$ cat src/rtl/backoff_pkg.sv
// Shared definitions for the backoff scheduler: state encoding, LFSR polynomial and seed.
package backoff_pkg;

    typedef enum logic [1:0] {
        ST_IDLE     = 2'd0,
        ST_IFS_WAIT = 2'd1,
        ST_BACKOFF  = 2'd2,
        ST_GRANT    = 2'd3
    } bo_state_e;

    // x^16 + x^14 + x^13 + x^11, right-shifting Galois form
    localparam logic [15:0] LFSR_TAPS         = 16'hB400;
    localparam logic [15:0] LFSR_SEED_DEFAULT = 16'hACE1;

    function automatic logic [15:0] lfsr_step(input logic [15:0] cur);
        lfsr_step = cur[0] ? ((cur >> 1) ^ LFSR_TAPS) : (cur >> 1);
    endfunction

endpackage

$ cat src/rtl/backoff_ctrl_if.sv
// Channel-access handshake between the TX engine side (master) and the backoff scheduler (slave).
interface backoff_ctrl_if #(
    parameter int CW_EXP_MAX = 8,
    parameter int SLOT_W     = 10,
    parameter int IFS_W      = 14
);
    logic                  ch_idle;
    logic                  tx_req;
    logic                  tx_done;
    logic [3:0]            cw_exp;
    logic [SLOT_W-1:0]     slot_cycles;
    logic [IFS_W-1:0]      ifs_cycles;
    logic                  bo_ovr_en;
    logic [CW_EXP_MAX-1:0] bo_ovr_val;
    logic                  tx_grant;
    logic [CW_EXP_MAX-1:0] bo_cnt;
    logic [1:0]            state;

    modport master (
        output ch_idle, tx_req, tx_done, cw_exp, slot_cycles, ifs_cycles, bo_ovr_en, bo_ovr_val,
        input  tx_grant, bo_cnt, state
    );

    modport slave (
        input  ch_idle, tx_req, tx_done, cw_exp, slot_cycles, ifs_cycles, bo_ovr_en, bo_ovr_val,
        output tx_grant, bo_cnt, state
    );
endinterface

$ cat src/rtl/backoff_lfsr.sv
// Free-running 16-bit Galois LFSR; only the low OUT_W bits are exported for the backoff draw.
module backoff_lfsr
    import backoff_pkg::*;
#(
    parameter logic [15:0] SEED  = LFSR_SEED_DEFAULT,
    parameter int          OUT_W = 8
) (
    input  logic             clk,
    input  logic             rstn,
    output logic [OUT_W-1:0] lfsr
);
    logic [15:0] lfsr_r;

    // Advance one step every cycle, independent of scheduler state
    always_ff @(posedge clk or negedge rstn) begin
        if (!rstn) begin
            lfsr_r <= SEED;
        end else begin
            lfsr_r <= lfsr_step(lfsr_r);
        end
    end

    assign lfsr = lfsr_r[OUT_W-1:0];

endmodule

$ cat src/rtl/backoff_ctrl.sv
// DCF/EDCA channel-access scheduler: continuous-idle IFS, random slot backoff that freezes
// on a busy channel, then a registered grant held until the TX engine reports completion.
module backoff_ctrl
    import backoff_pkg::*;
#(
    parameter int          CW_EXP_MAX = 8,
    parameter int          SLOT_W     = 10,
    parameter int          IFS_W      = 14,
    parameter logic [15:0] LFSR_SEED  = LFSR_SEED_DEFAULT
) (
    input  logic          clk,
    input  logic          rstn,
    backoff_ctrl_if.slave bus
);
    bo_state_e             state_r;
    logic                  tx_grant_r;
    logic [CW_EXP_MAX-1:0] bo_cnt_r;
    logic [IFS_W-1:0]      ifs_cnt_r;
    logic [SLOT_W-1:0]     slot_cnt_r;

    logic [CW_EXP_MAX-1:0] lfsr_s;
    logic [IFS_W-1:0]      eff_ifs_s;
    logic [SLOT_W-1:0]     eff_slot_s;
    logic                  ifs_last_s;
    logic                  slot_last_s;
    logic [4:0]            cw_eff_s;
    logic [CW_EXP_MAX-1:0] mask_s;
    logic [CW_EXP_MAX-1:0] draw_s;

    backoff_lfsr #(
        .SEED  (LFSR_SEED),
        .OUT_W (CW_EXP_MAX)
    ) u_lfsr (
        .clk  (clk),
        .rstn (rstn),
        .lfsr (lfsr_s)
    );

    // Zero-length IFS/slot programming is treated as one cycle; >= guards a shrink mid-count
    always_comb begin
        if (bus.ifs_cycles == {IFS_W{1'b0}}) begin
            eff_ifs_s = IFS_W'(1);
        end else begin
            eff_ifs_s = bus.ifs_cycles;
        end
        if (bus.slot_cycles == {SLOT_W{1'b0}}) begin
            eff_slot_s = SLOT_W'(1);
        end else begin
            eff_slot_s = bus.slot_cycles;
        end
        ifs_last_s  = (ifs_cnt_r  >= (eff_ifs_s  - IFS_W'(1)));
        slot_last_s = (slot_cnt_r >= (eff_slot_s - SLOT_W'(1)));
    end

    // Backoff draw: exponent clamped to counter width, mask = 2^e - 1
    always_comb begin
        if ({1'b0, bus.cw_exp} > 5'(CW_EXP_MAX)) begin
            cw_eff_s = 5'(CW_EXP_MAX);
        end else begin
            cw_eff_s = {1'b0, bus.cw_exp};
        end
        mask_s = ~({CW_EXP_MAX{1'b1}} << cw_eff_s);
        if (bus.bo_ovr_en) begin
            draw_s = bus.bo_ovr_val;
        end else begin
            draw_s = lfsr_s & mask_s;
        end
    end

    // Scheduler FSM with IFS/slot counters and registered grant/backoff outputs
    always_ff @(posedge clk or negedge rstn) begin
        if (!rstn) begin
            state_r    <= ST_IDLE;
            tx_grant_r <= 1'b0;
            bo_cnt_r   <= {CW_EXP_MAX{1'b0}};
            ifs_cnt_r  <= {IFS_W{1'b0}};
            slot_cnt_r <= {SLOT_W{1'b0}};
        end else begin
            case (state_r)
                ST_IDLE: begin
                    if (bus.tx_req) begin
                        bo_cnt_r   <= draw_s;
                        ifs_cnt_r  <= {IFS_W{1'b0}};
                        slot_cnt_r <= {SLOT_W{1'b0}};
                        state_r    <= ST_IFS_WAIT;
                    end
                end
                ST_IFS_WAIT: begin
                    if (!bus.tx_req) begin
                        bo_cnt_r <= {CW_EXP_MAX{1'b0}};
                        state_r  <= ST_IDLE;
                    end else if (!bus.ch_idle) begin
                        ifs_cnt_r <= {IFS_W{1'b0}};
                    end else if (ifs_last_s) begin
                        ifs_cnt_r  <= {IFS_W{1'b0}};
                        slot_cnt_r <= {SLOT_W{1'b0}};
                        if (bo_cnt_r == {CW_EXP_MAX{1'b0}}) begin
                            state_r    <= ST_GRANT;
                            tx_grant_r <= 1'b1;
                        end else begin
                            state_r <= ST_BACKOFF;
                        end
                    end else begin
                        ifs_cnt_r <= ifs_cnt_r + IFS_W'(1);
                    end
                end
                ST_BACKOFF: begin
                    if (!bus.tx_req) begin
                        bo_cnt_r <= {CW_EXP_MAX{1'b0}};
                        state_r  <= ST_IDLE;
                    end else if (!bus.ch_idle) begin
                        // Busy discards the partial slot; a full IFS must elapse again
                        ifs_cnt_r  <= {IFS_W{1'b0}};
                        slot_cnt_r <= {SLOT_W{1'b0}};
                        state_r    <= ST_IFS_WAIT;
                    end else if (slot_last_s) begin
                        slot_cnt_r <= {SLOT_W{1'b0}};
                        bo_cnt_r   <= bo_cnt_r - CW_EXP_MAX'(1);
                        if (bo_cnt_r == CW_EXP_MAX'(1)) begin
                            state_r    <= ST_GRANT;
                            tx_grant_r <= 1'b1;
                        end
                    end else begin
                        slot_cnt_r <= slot_cnt_r + SLOT_W'(1);
                    end
                end
                ST_GRANT: begin
                    if (bus.tx_done) begin
                        state_r    <= ST_IDLE;
                        tx_grant_r <= 1'b0;
                    end
                end
                default: begin
                    state_r    <= ST_IDLE;
                    tx_grant_r <= 1'b0;
                end
            endcase
        end
    end

    assign bus.tx_grant = tx_grant_r;
    assign bus.bo_cnt   = bo_cnt_r;
    assign bus.state    = state_r;

endmodule
$ cat src/flat_wrapper.sv
// flat-port wrapper written by rule: the top's interface ports become plain ports
module backoff_ctrl_flat import backoff_pkg::*;
#(
    parameter int          CW_EXP_MAX = 8,
    parameter int          SLOT_W     = 10,
    parameter int          IFS_W      = 14,
    parameter logic [15:0] LFSR_SEED  = LFSR_SEED_DEFAULT
)
  (clk, rstn, bus_ch_idle, bus_tx_req, bus_tx_done, bus_cw_exp, bus_slot_cycles, bus_ifs_cycles, bus_bo_ovr_en, bus_bo_ovr_val, bus_tx_grant, bus_bo_cnt, bus_state);
  backoff_ctrl_if #(.CW_EXP_MAX(CW_EXP_MAX), .SLOT_W(SLOT_W), .IFS_W(IFS_W)) bus_i ();
  input  logic clk;
  input  logic rstn;
  input wire logic [$bits(bus_i.ch_idle)-1:0] bus_ch_idle;
  input wire logic [$bits(bus_i.tx_req)-1:0] bus_tx_req;
  input wire logic [$bits(bus_i.tx_done)-1:0] bus_tx_done;
  input wire logic [$bits(bus_i.cw_exp)-1:0] bus_cw_exp;
  input wire logic [$bits(bus_i.slot_cycles)-1:0] bus_slot_cycles;
  input wire logic [$bits(bus_i.ifs_cycles)-1:0] bus_ifs_cycles;
  input wire logic [$bits(bus_i.bo_ovr_en)-1:0] bus_bo_ovr_en;
  input wire logic [$bits(bus_i.bo_ovr_val)-1:0] bus_bo_ovr_val;
  output wire logic [$bits(bus_i.tx_grant)-1:0] bus_tx_grant;
  output wire logic [$bits(bus_i.bo_cnt)-1:0] bus_bo_cnt;
  output wire logic [$bits(bus_i.state)-1:0] bus_state;
  assign bus_i.ch_idle = bus_ch_idle;
  assign bus_i.tx_req = bus_tx_req;
  assign bus_i.tx_done = bus_tx_done;
  assign bus_i.cw_exp = bus_cw_exp;
  assign bus_i.slot_cycles = bus_slot_cycles;
  assign bus_i.ifs_cycles = bus_ifs_cycles;
  assign bus_i.bo_ovr_en = bus_bo_ovr_en;
  assign bus_i.bo_ovr_val = bus_bo_ovr_val;
  assign bus_tx_grant = bus_i.tx_grant;
  assign bus_bo_cnt = bus_i.bo_cnt;
  assign bus_state = bus_i.state;
  backoff_ctrl #(.CW_EXP_MAX(CW_EXP_MAX), .SLOT_W(SLOT_W), .IFS_W(IFS_W), .LFSR_SEED(LFSR_SEED)) u_core (.clk(clk), .rstn(rstn), .bus(bus_i));
endmodule
$ cat config.mk
export PLATFORM = sky130hd
export DESIGN_NAME = backoff_ctrl_flat
export DESIGN_NICKNAME = d
export VERILOG_FILES = /design/src/rtl/backoff_pkg.sv /design/src/rtl/backoff_ctrl_if.sv /design/src/rtl/backoff_lfsr.sv /design/src/rtl/backoff_ctrl.sv /design/src/flat_wrapper.sv
export SDC_FILE = /design/constraint.sdc
export NUM_CORES = 1
export LEC_CHECK = 0
export CAP_MARGIN = 0
export CORE_AREA = 2 2 86 88
export DETAILED_ROUTE_END_ITERATION = 8
export DIE_AREA = 0 0 88 90
export DONT_BUFFER_PORTS = 1
export MAX_ROUTING_LAYER = met4
export PLACE_DENSITY = 0.69
export SLEW_MARGIN = 15
export SYNTH_ARGS = -nofsm -noshare
export SYNTH_HDL_FRONTEND = slang
export SYNTH_HIERARCHICAL = 1
export SYNTH_SLANG_ARGS = --single-unit
$ cat constraint.sdc
create_clock -name clk -period 2.7 [get_ports clk]
set_clock_uncertainty 0.2 [all_clocks]
set_input_delay 0.54 -clock clk [delete_from_list [all_inputs] [get_ports clk]]
set_output_delay 0.54 -clock clk [all_outputs]
set_load 0.1 [all_outputs]
# Yosys cells after proc, flatten, opt, wreduce, memory -nomap -nowiden
# Index checks and enable logic that the tools add are counted.
# classes
bitwise	3
add_sub_neg	5
reduce_logical	11
order_cmp	3
muxes	47
n_eq_ne	22
shift	1
# op_table
cell	n
$mux 14	7
$mux 10	8
$mux 8	6
$pmux 14 s3	1
$pmux 10 s3	1
$pmux 8 s3	1
$mux 2	9
$mux 16	1
$ne 2x2->1 const B	8
$add 14x1->14 const B	1
$ge 14x14->1	1
$logic_not 14->1	1
$sub 14x1->14 const B	1
$reduce_and 6->1	2
$add 10x1->10 const B	1
$ge 10x10->1	1
$logic_not 10->1	1
$mux 1	10
$reduce_and 10->1	1
$reduce_and 5->1	2
$sub 10x1->10 const B	1
$and 8x8->8	1
$eq 8x1->1 const B	1
$logic_not 8->1	1
16 further kinds	24
# word_totals
elab_cells	98
out_inout_bits	11
reg_bits	51
in_bits	42

# Depth between registers and ports, before layout
# Gate-level depths: netlist (run 1).
# logic_depth
word_depth	8
mapped_depth	16

# Modules after synthesis
# Netlist (run 1), hierarchy kept.
# modules_own_cells
module	cells_each	n_inst	seq_area_each_um2	area_per_inst_um2
backoff_ctrl	402	1	875.8	3281.9
backoff_lfsr	27	1	410.4	496.7

# Least setup slack after synthesis (run 1)
# Ideal clock, no wire load.
# synth_path
path_kind	in2reg
startpoint	in bus_slot_cycles[4]
endpoint	reg u_core.bo_cnt_r[0] (netlist: u_core/bus.bo_cnt[0])
required_time_ns	2.373
setup_slack_ns	-1.238
cell_stages	14
n_path_buf	1
t_arrival_ns	3.611
path_cell_list	or4_1 > nor3_1 > a21oi_1 > ha_1 > nor3b_1 > xnor2_1 > ha_1 > a21oi_1 > a211oi_1 > a2111o_1 > o21a_4 > or2_1 > buf_6 > mux2_4
# synth_via
elab_chain_len	6
# synth_rtl
element	line_no	source
from (decl)	flat_wrapper.sv:17	input wire logic [$bits(bus_i.slot_cycles)-1:0] bus_slot_cycles;
$logic_not 10->1	backoff_ctrl.sv:46	if (bus.slot_cycles == {SLOT_W{1'b0}}) begin
$mux 10 *	backoff_ctrl.sv:46	
$sub 10x1->10 *	backoff_ctrl.sv:52	slot_last_s = (slot_cnt_r >= (eff_slot_s - SLOT_W'(1)));
$ge 10x10->1 *	backoff_ctrl.sv:52	
$ne 3x2->1 (no line) *	-	
$reduce_and 5->1 (no line) *	-	
to (signal assigned)	backoff_ctrl.sv:75	bo_cnt_r <= {CW_EXP_MAX{1'b0}};
to (signal assigned)	backoff_ctrl.sv:82	bo_cnt_r <= draw_s;
to (signal assigned)	backoff_ctrl.sv:90	bo_cnt_r <= {CW_EXP_MAX{1'b0}};
to (decl)	backoff_ctrl.sv:17	logic [CW_EXP_MAX-1:0] bo_cnt_r;
# Every way passes the cells marked *; elsewhere a longest branch is shown, timed or not.
# A chain may end at the register's enable or synchronous reset.

# Worst setup path after layout (run 1)
# Same ends and word-level chain as after synthesis.

==> results of run 1 <==
[sequential cells by signal, summed over array words and instances, names as in the netlist]
signal / cells
u_core/u_lfsr/lfsr_r: 16
u_core/bus.bo_cnt: 8
u_core/ifs_cnt_r: 14
u_core/bus.tx_grant: 1
u_core/bus.state: 2
u_core/slot_cnt_r: 10
[repair_timing]
item	4_1_cts	5_1_grt
gates cloned	1	0
buffers inserted	3	7
endpoints found under the hold margin	51	0
pin swaps	14	10
hold buffers	2	0
gates resized for setup	34	20
endpoints found under the setup margin	35	35
[routing by layer]
layer	up-vias	global-route usage (%)	wire, um
met1	1620	30.4	4080
met2	61	41.8	4590
li1	1637	-	-
met3	9	4.96	381
met5	-	-	0
met4	0	6.15	96
[cell type report]
cell class,count,area (um^2)
repair buffers,50,437
clock buffers,5,68.8
clock inverters,3,33.8
fillers,540,2300
flip-flops and latches,51,1290
inverters,30,113
well taps,99,124
multi-input cells,330,2660
[cells by family (layout without fill, tap and decap cells)]
logic type,Yosys count,count (layout),share of synthesized area [%]
buffers and inverters,49,88,5.99
adder cells (fa/ha/maj),37,37,12.3
XOR/XNOR,26,26,6.03
AND/OR/NAND/NOR,150,150,20.0
multiplexers,6,6,1.89
flip-flops,51,51,34.0
AO/OA/AOI/OAI,110,111,19.8
[power by group through the flow]
stage               registers, mW  logic [mW]  clock network (mW)
floorplan                    1.19       0.811                   0
global placement            0.891        1.39                   0
detailed placement          0.895        1.41                   0
CTS                         0.881        1.53               0.505
global route                0.892        1.72               0.538
finish                      0.880        1.59               0.493
[critical path, stage by stage]
cell and delay, ns:
or4_4 0.55, nor3_4 0.16, a21oi_2 0.09, ha_2 0.19, nor3b_4 0.15, xnor2_1 0.12, ha_1 0.32, a21oi_2 0.16
a211oi_2 0.08, a2111o_1 0.38, o21a_4 0.23, or2_4 0.29, mux2_4 0.30
[placed cells by master, fill, tap and decap left out, types with 6 or more instances in the layout]
cell type,netlist,final
a21oi_1,27,23
dfrtp_1,43,43
inv_1,30,30
o21ai_0,15,11
nor4_1,9,7
and3_1,9,9
nand2b_1,7,6
dfstp_2,8,8
o22ai_1,19,10
o22ai_2,0,9
buf_6,1,7
nand2_1,36,31
a22o_2,6,6
nand4_1,9,9
xor2_1,13,13
nand3_1,13,11
buf_4,9,40
ha_1,37,35
xnor2_1,13,11
nor2_1,33,28
nor3_1,10,6
[path summary, 6_finish.rpt]
check                           slack, ns  cells past startpoint               startpoint                      end
worst max register to register      -0.05                      8      u_core/bus.state[1]     u_core/ifs_cnt_r[10]
worst min register to register       0.17                      0  u_core/u_lfsr/lfsr_r[9]  u_core/u_lfsr/lfsr_r[8]
max in group asynchronous            1.48                      2                     rstn  u_core/u_lfsr/lfsr_r[6]
worst min-delay path                 0.17                      0  u_core/u_lfsr/lfsr_r[9]  u_core/u_lfsr/lfsr_r[8]
min in group asynchronous            0.52                      2                     rstn      u_core/ifs_cnt_r[9]
worst max-delay path                -0.85                     13       bus_slot_cycles[4]     u_core/bus.bo_cnt[0]
==> flow_summary_export.csv, run 1 <==
group,metric,value,unit
status,status,"finished with violations",
status,failed_checks,"setup timing",
sta,slew_headroom,46.5,%
power,switchingPower,1.35,mW
clock_network,cts_tree,"done",
global_route,grt_pass1_vias,3590,
detailed_routing,drt_wl_total,9150,um
layout,syn_to_final_growth,24.8,%
sta,post-route-period-util,132,%
die,ioPinCount,53,
layout,finalNetCount,547,
placed_design,post-dp-hpwl,6660,um
logic_synthesis,synth_most_common_cell,"dfrtp_1",
logic_synthesis,yosys_register_bits,51,
global_route,grt_pass1_wl,15600,um
logic_synthesis,synth_area_leaders,"dfrtp_1, ha_1, dfstp_2",
logic_synthesis,syn-cell-area,0.00378,mm^2
power,power-per-cell-area,628,mW/mm^2
logic_synthesis,avgSynthCellArea,8.81,um^2
placed_design,gp_congestion,0.856,
die,start_util,53.8,%
die,core_area,0.00702,mm^2
logic_synthesis,yosysSeqAreaShare,34.0,%
worst_setup_path,end_kind,"flop",
worst_setup_path,cp.arrival,3.56,ns
die,die_y,90,um
worst_setup_path,worstSetupPathType,"in2reg",
logic_synthesis,synth.top_cell.area_share,28.5,%
layout,stdcell_count,568,
die,fp.dieW,88,um
power,intPower,1.61,mW
placed_design,place_area,0.00425,mm^2
power,netSwitchingFraction,45.7,%
sta,setup_viol,35,
logic_synthesis,synth.distinct_cells,62,
global_route,grtUsageTotal,24.9,%
layout,final_core_util,67.2,%
logic_synthesis,synthTopCellsByCount,"dfrtp_1, ha_1, nand2_1",
die,die_area,0.00792,mm^2
sta,worst_pin_slew,0.801,ns
detailed_routing,wl_per_cell,16.1,um
power,leakage,2.01,nW
detailed_routing,postRouteAntennaNets,0,
clock_network,cts_num_sinks,51,
sta,final.min_clock_period,3.55,ns
layout,drive_gt1_share,29.2,%
logic_synthesis,synth_ff_type,"dfrtp_1",
detailed_routing,drt-pass1-iter-count,4,
power,pwr-share-clk,16.7,%
sta,timing.setup.tns,-25.78,ns
logic_synthesis,async_flop_share,100,%
clock_network,htree_levels,2,
sta,hold_viol,0,
logic_synthesis,ys_warn_count,6,
global_route,grt_antenna_before_repair,0,
sta,report.final.slew_viol_count,0,
logic_synthesis,syn_nets,508,
worst_setup_path,start_kind,"input port",
logic_synthesis,yosysTopAreaCell,"dfrtp_1",
layout,final_cell_area,0.00472,mm^2
worst_setup_path,cp_max_fo,8,
detailed_routing,vias,3327,
sta,max_freq,281,MHz
placed_design,dp_cells,552,
worst_hold_path,holdCritPathClass,"reg2reg",
clock_network,cts.clk_slew.worst_paths,0.11,ns
power,power_frac_comb,53.6,%
layout,antenna_cells,0,
clock_network,insertion_delay,0.32,ns
clock_network,cts_buffers,5,
power,power,2.96,mW
detailed_routing,drt-vias-per-instance,5.86,
power,pwr-share-seq,29.7,%
global_route,grt_remaining_overflow,0,
die,rows,31,
logic_synthesis,synthCells,429,
placed_design,portBuffers,0,
clock_network,cts_buffer_depth,2,
sta,fin_hold_ws,0.166,ns
detailed_routing,drc,0,
logic_synthesis,synth_edf_count,0,
run,cap_violations,0,
detailed_routing,dr.first_iter.drc_count,132,
placed_design,preCtsSetupSlack,-1.23,ns
sta,fin_ws,-0.853,ns
worst_setup_path,cp.required,2.71,ns
clock_network,cts_root_buf,"clkbuf_8",
global_route,grt_max_degree,52,
power,peakVddDrop,0.503,mV
sta,rsz0062_at_grt,"yes",
(Power assumes the default switching activity.)
==> run 2, diff against run 1 <==
--- a/config.mk
+++ b/config.mk
@@ -9,2 +9,3 @@
 export CORE_AREA = 2 2 86 88
+export CTS_CLUSTER_SIZE = 40
 export DETAILED_ROUTE_END_ITERATION = 8
==> constraint.sdc (replaced) <==
create_clock -name clk -period 2.7 [get_ports clk]
set_clock_uncertainty 0.2 [all_clocks]
set_input_delay 0.135 -clock clk [delete_from_list [all_inputs] [get_ports clk]]
set_output_delay 0.135 -clock clk [all_outputs]
set_load 0.1 [all_outputs]
==> run 2 against run 1 <==
Compared with the run above: worst hold slack worse by 0.15 ns; combinational power up 3%; the run still ends with setup timing left; cell count up 2.1%; critical path type unchanged; sequential share of layout area down 0.58 points; routed wire length up 1.7%; critical endpoint unchanged.
==> flow_summary_export.csv, run 2 (synthesis gave the netlist of run 1 again) <==
group,metric,value,unit
sta,rsz0062_at_grt,"yes",
detailed_routing,drt-pass1-iter-count,4,
clock_network,htree_levels,2,
sta,worst_pin_slew,0.732,ns
layout,largest_register_ffs,16,
sta,report.final.slew_viol_count,0,
detailed_routing,postRouteAntennaNets,0,
sta,hold_viol,0,
worst_setup_path,critPathTopFamily,"simple AND/OR/NAND/NOR gates",
layout,antenna_cells,0,
status,failed_checks,"setup timing",
placed_design,gp_congestion,0.856,
layout,final_common_cell,"buf_4",
worst_setup_path,critPathBufInv,0,
sta,final.min_clock_period,3.18,ns
detailed_routing,dr.first_iter.drc_count,125,
global_route,grt_pass1_wl,15900,um
global_route,grt_antenna_before_repair,0,
layout,top_register,"u_core/u_lfsr/lfsr_r",
placed_design,portBuffers,0,
sta,fin_ws,-0.476,ns
clock_network,cts_tree,"done",
clock_network,cts_root_buf,"clkbuf_8",
worst_setup_path,slowest_delay,0.54,ns
global_route,grt_max_degree,52,
layout,syn_to_final_growth,27.5,%
sta,post-route-period-util,118,%
detailed_routing,vias,3427,
sta,slew_headroom,51.1,%
clock_network,cts_buffers,5,
worst_setup_path,cp_common_cell,"a21oi_2",
power,power-per-cell-area,621,mW/mm^2
die,die_area,0.00792,mm^2
worst_setup_path,cp_cell_sequence,"or4_4 > nor3_4 > a21oi_2 > ha_2 > nor3b_4 > xnor2_1 > ha_1 > a21oi_2 > a211oi_1 > a2111o_1 > o21a_4 > or2_4 > mux2_4",
clock_network,insertion_delay,0.31,ns
placed_design,preCtsSetupSlack,-0.830,ns
clock_network,cts_buffer_depth,2,
sta,max_freq,315,MHz
detailed_routing,drt_wl_total,9310,um
global_route,grt_remaining_overflow,0,
clock_network,cts.clk_slew.worst_paths,0.10,ns
worst_setup_path,end_kind,"flop",
worst_setup_path,cp.arrival,3.18,ns
die,die_y,90,um
global_route,grt_pass1_vias,3541,
layout,drive_gt1_share,29.7,%
worst_hold_path,holdCritPathClass,"in2reg",
layout,finalNetCount,559,
global_route,grtUsageTotal,25.3,%
power,peakVddDrop,0.500,mV
sta,timing.setup.tns,-12.97,ns
die,start_util,53.8,%
layout,reg.largest.list,"u_core/u_lfsr/lfsr_r (16), u_core/ifs_cnt_r (14), u_core/slot_cnt_r (10)",
detailed_routing,drc,0,
die,ioPinCount,53,
die,core_area,0.00702,mm^2
worst_setup_path,cp_max_fo,8,
worst_setup_path,cp.required,2.70,ns
worst_setup_path,start_kind,"input port",
placed_design,post-dp-hpwl,6630,um
detailed_routing,wl_per_cell,16.0,um
clock_network,cts_num_sinks,51,
die,rows,31,
worst_setup_path,worstSetupPathType,"in2reg",
layout,final_cell_mix,"buf_4, dfrtp_1, ha_1",
power,leakage,2.05,nW
sta,setup_viol,35,
run,cap_violations,0,
status,status,"finished with violations",
detailed_routing,drt-vias-per-instance,5.91,
layout,final_core_util,68.7,%
die,fp.dieW,88,um
worst_setup_path,cp_slowest_cell,"or4_4",
run 2: changes by cell type in the layout (fill, tap and decap cells not counted), sizes merged:
cell,delta
dlygate4sd3,+7
buf,+5
run 2: layout make-up:
type                            instances  area, um^2
Tap cell                               99         124
Fill cell                             536        2200
Sequential cell                        51        1290
Multi-Input combinational cell        330        2650
Clock inverter                          3        33.8
Clock buffer                            5        68.8
Timing Repair Buffer                   62         544
Inverter                               30         113
run 2: tightest hold or removal path, cell delays in order:
cell and delay, ns:
a21oi_1 0.05, o22ai_1 0.14, mux2_4 0.17
run 2: metrics by stage:
| stage | total power, mW | hold WS [ns] | cells | area, um^2 |
|---|---|---|---|---|
| final | 2.99 | 0.0128 | 580 | 4820 |
| after global routing | 3.18 | 0.0144 | 580 | 4820 |
| after CTS | 2.94 | 0.0113 | 577 | 4720 |
| after detailed placement | 2.31 | -0.358 | 552 | 4250 |
| after global placement | 2.28 | -0.358 | 552 | 4250 |
| after floorplan | 2.00 | -0.361 | 429 | 3920 |
run 2: final timing paths:
| path | depth (start not counted) | endpoint | from | slack [ns] |
|---|---|---|---|---|
| setup / recovery | 13 | u_core/bus.bo_cnt[0] | bus_slot_cycles[4] | -0.48 |
| setup reg to reg | 8 | u_core/ifs_cnt_r[10] | u_core/bus.state[1] | 0 |
| min in group asynchronous | 2 | u_core/ifs_cnt_r[9] | rstn | 0.12 |
| max in group asynchronous | 2 | u_core/u_lfsr/lfsr_r[6] | rstn | 1.88 |
| hold / removal | 3 | u_core/bus.bo_cnt[0] | bus_bo_ovr_en | 0.01 |
| hold reg to reg | 0 | u_core/u_lfsr/lfsr_r[8] | u_core/u_lfsr/lfsr_r[9] | 0.16 |
run 2: what timing repair did:
action	in CTS	in global routing
setup buffers	8	4
setup endpoints to repair	35	35
resized for setup	38	16
pin swaps	29	12
hold buffers	9	0
hold endpoints to repair	58	0
gates cloned	1	0
run 2: layer usage:
| layer | GRT usage, % | routed length [um] |
|---|---|---|
| met4 | 4.49 | 113 |
| met2 | 43.1 | 4640 |
| met5 | - | 0 |
| met3 | 4.96 | 401 |
| met1 | 31.3 | 4150 |
run 2: power by group:
| group | switching, mW | internal, mW | total, mW | leakage (nW) |
|---|---|---|---|---|
| logic | 1.01 | 0.618 | 1.63 | 1.33 |
| clock network | 0.288 | 0.197 | 0.485 | 0.0519 |
| registers | 0.0612 | 0.820 | 0.881 | 0.670 |
| total | 1.36 | 1.64 | 2.99 | 2.05 |
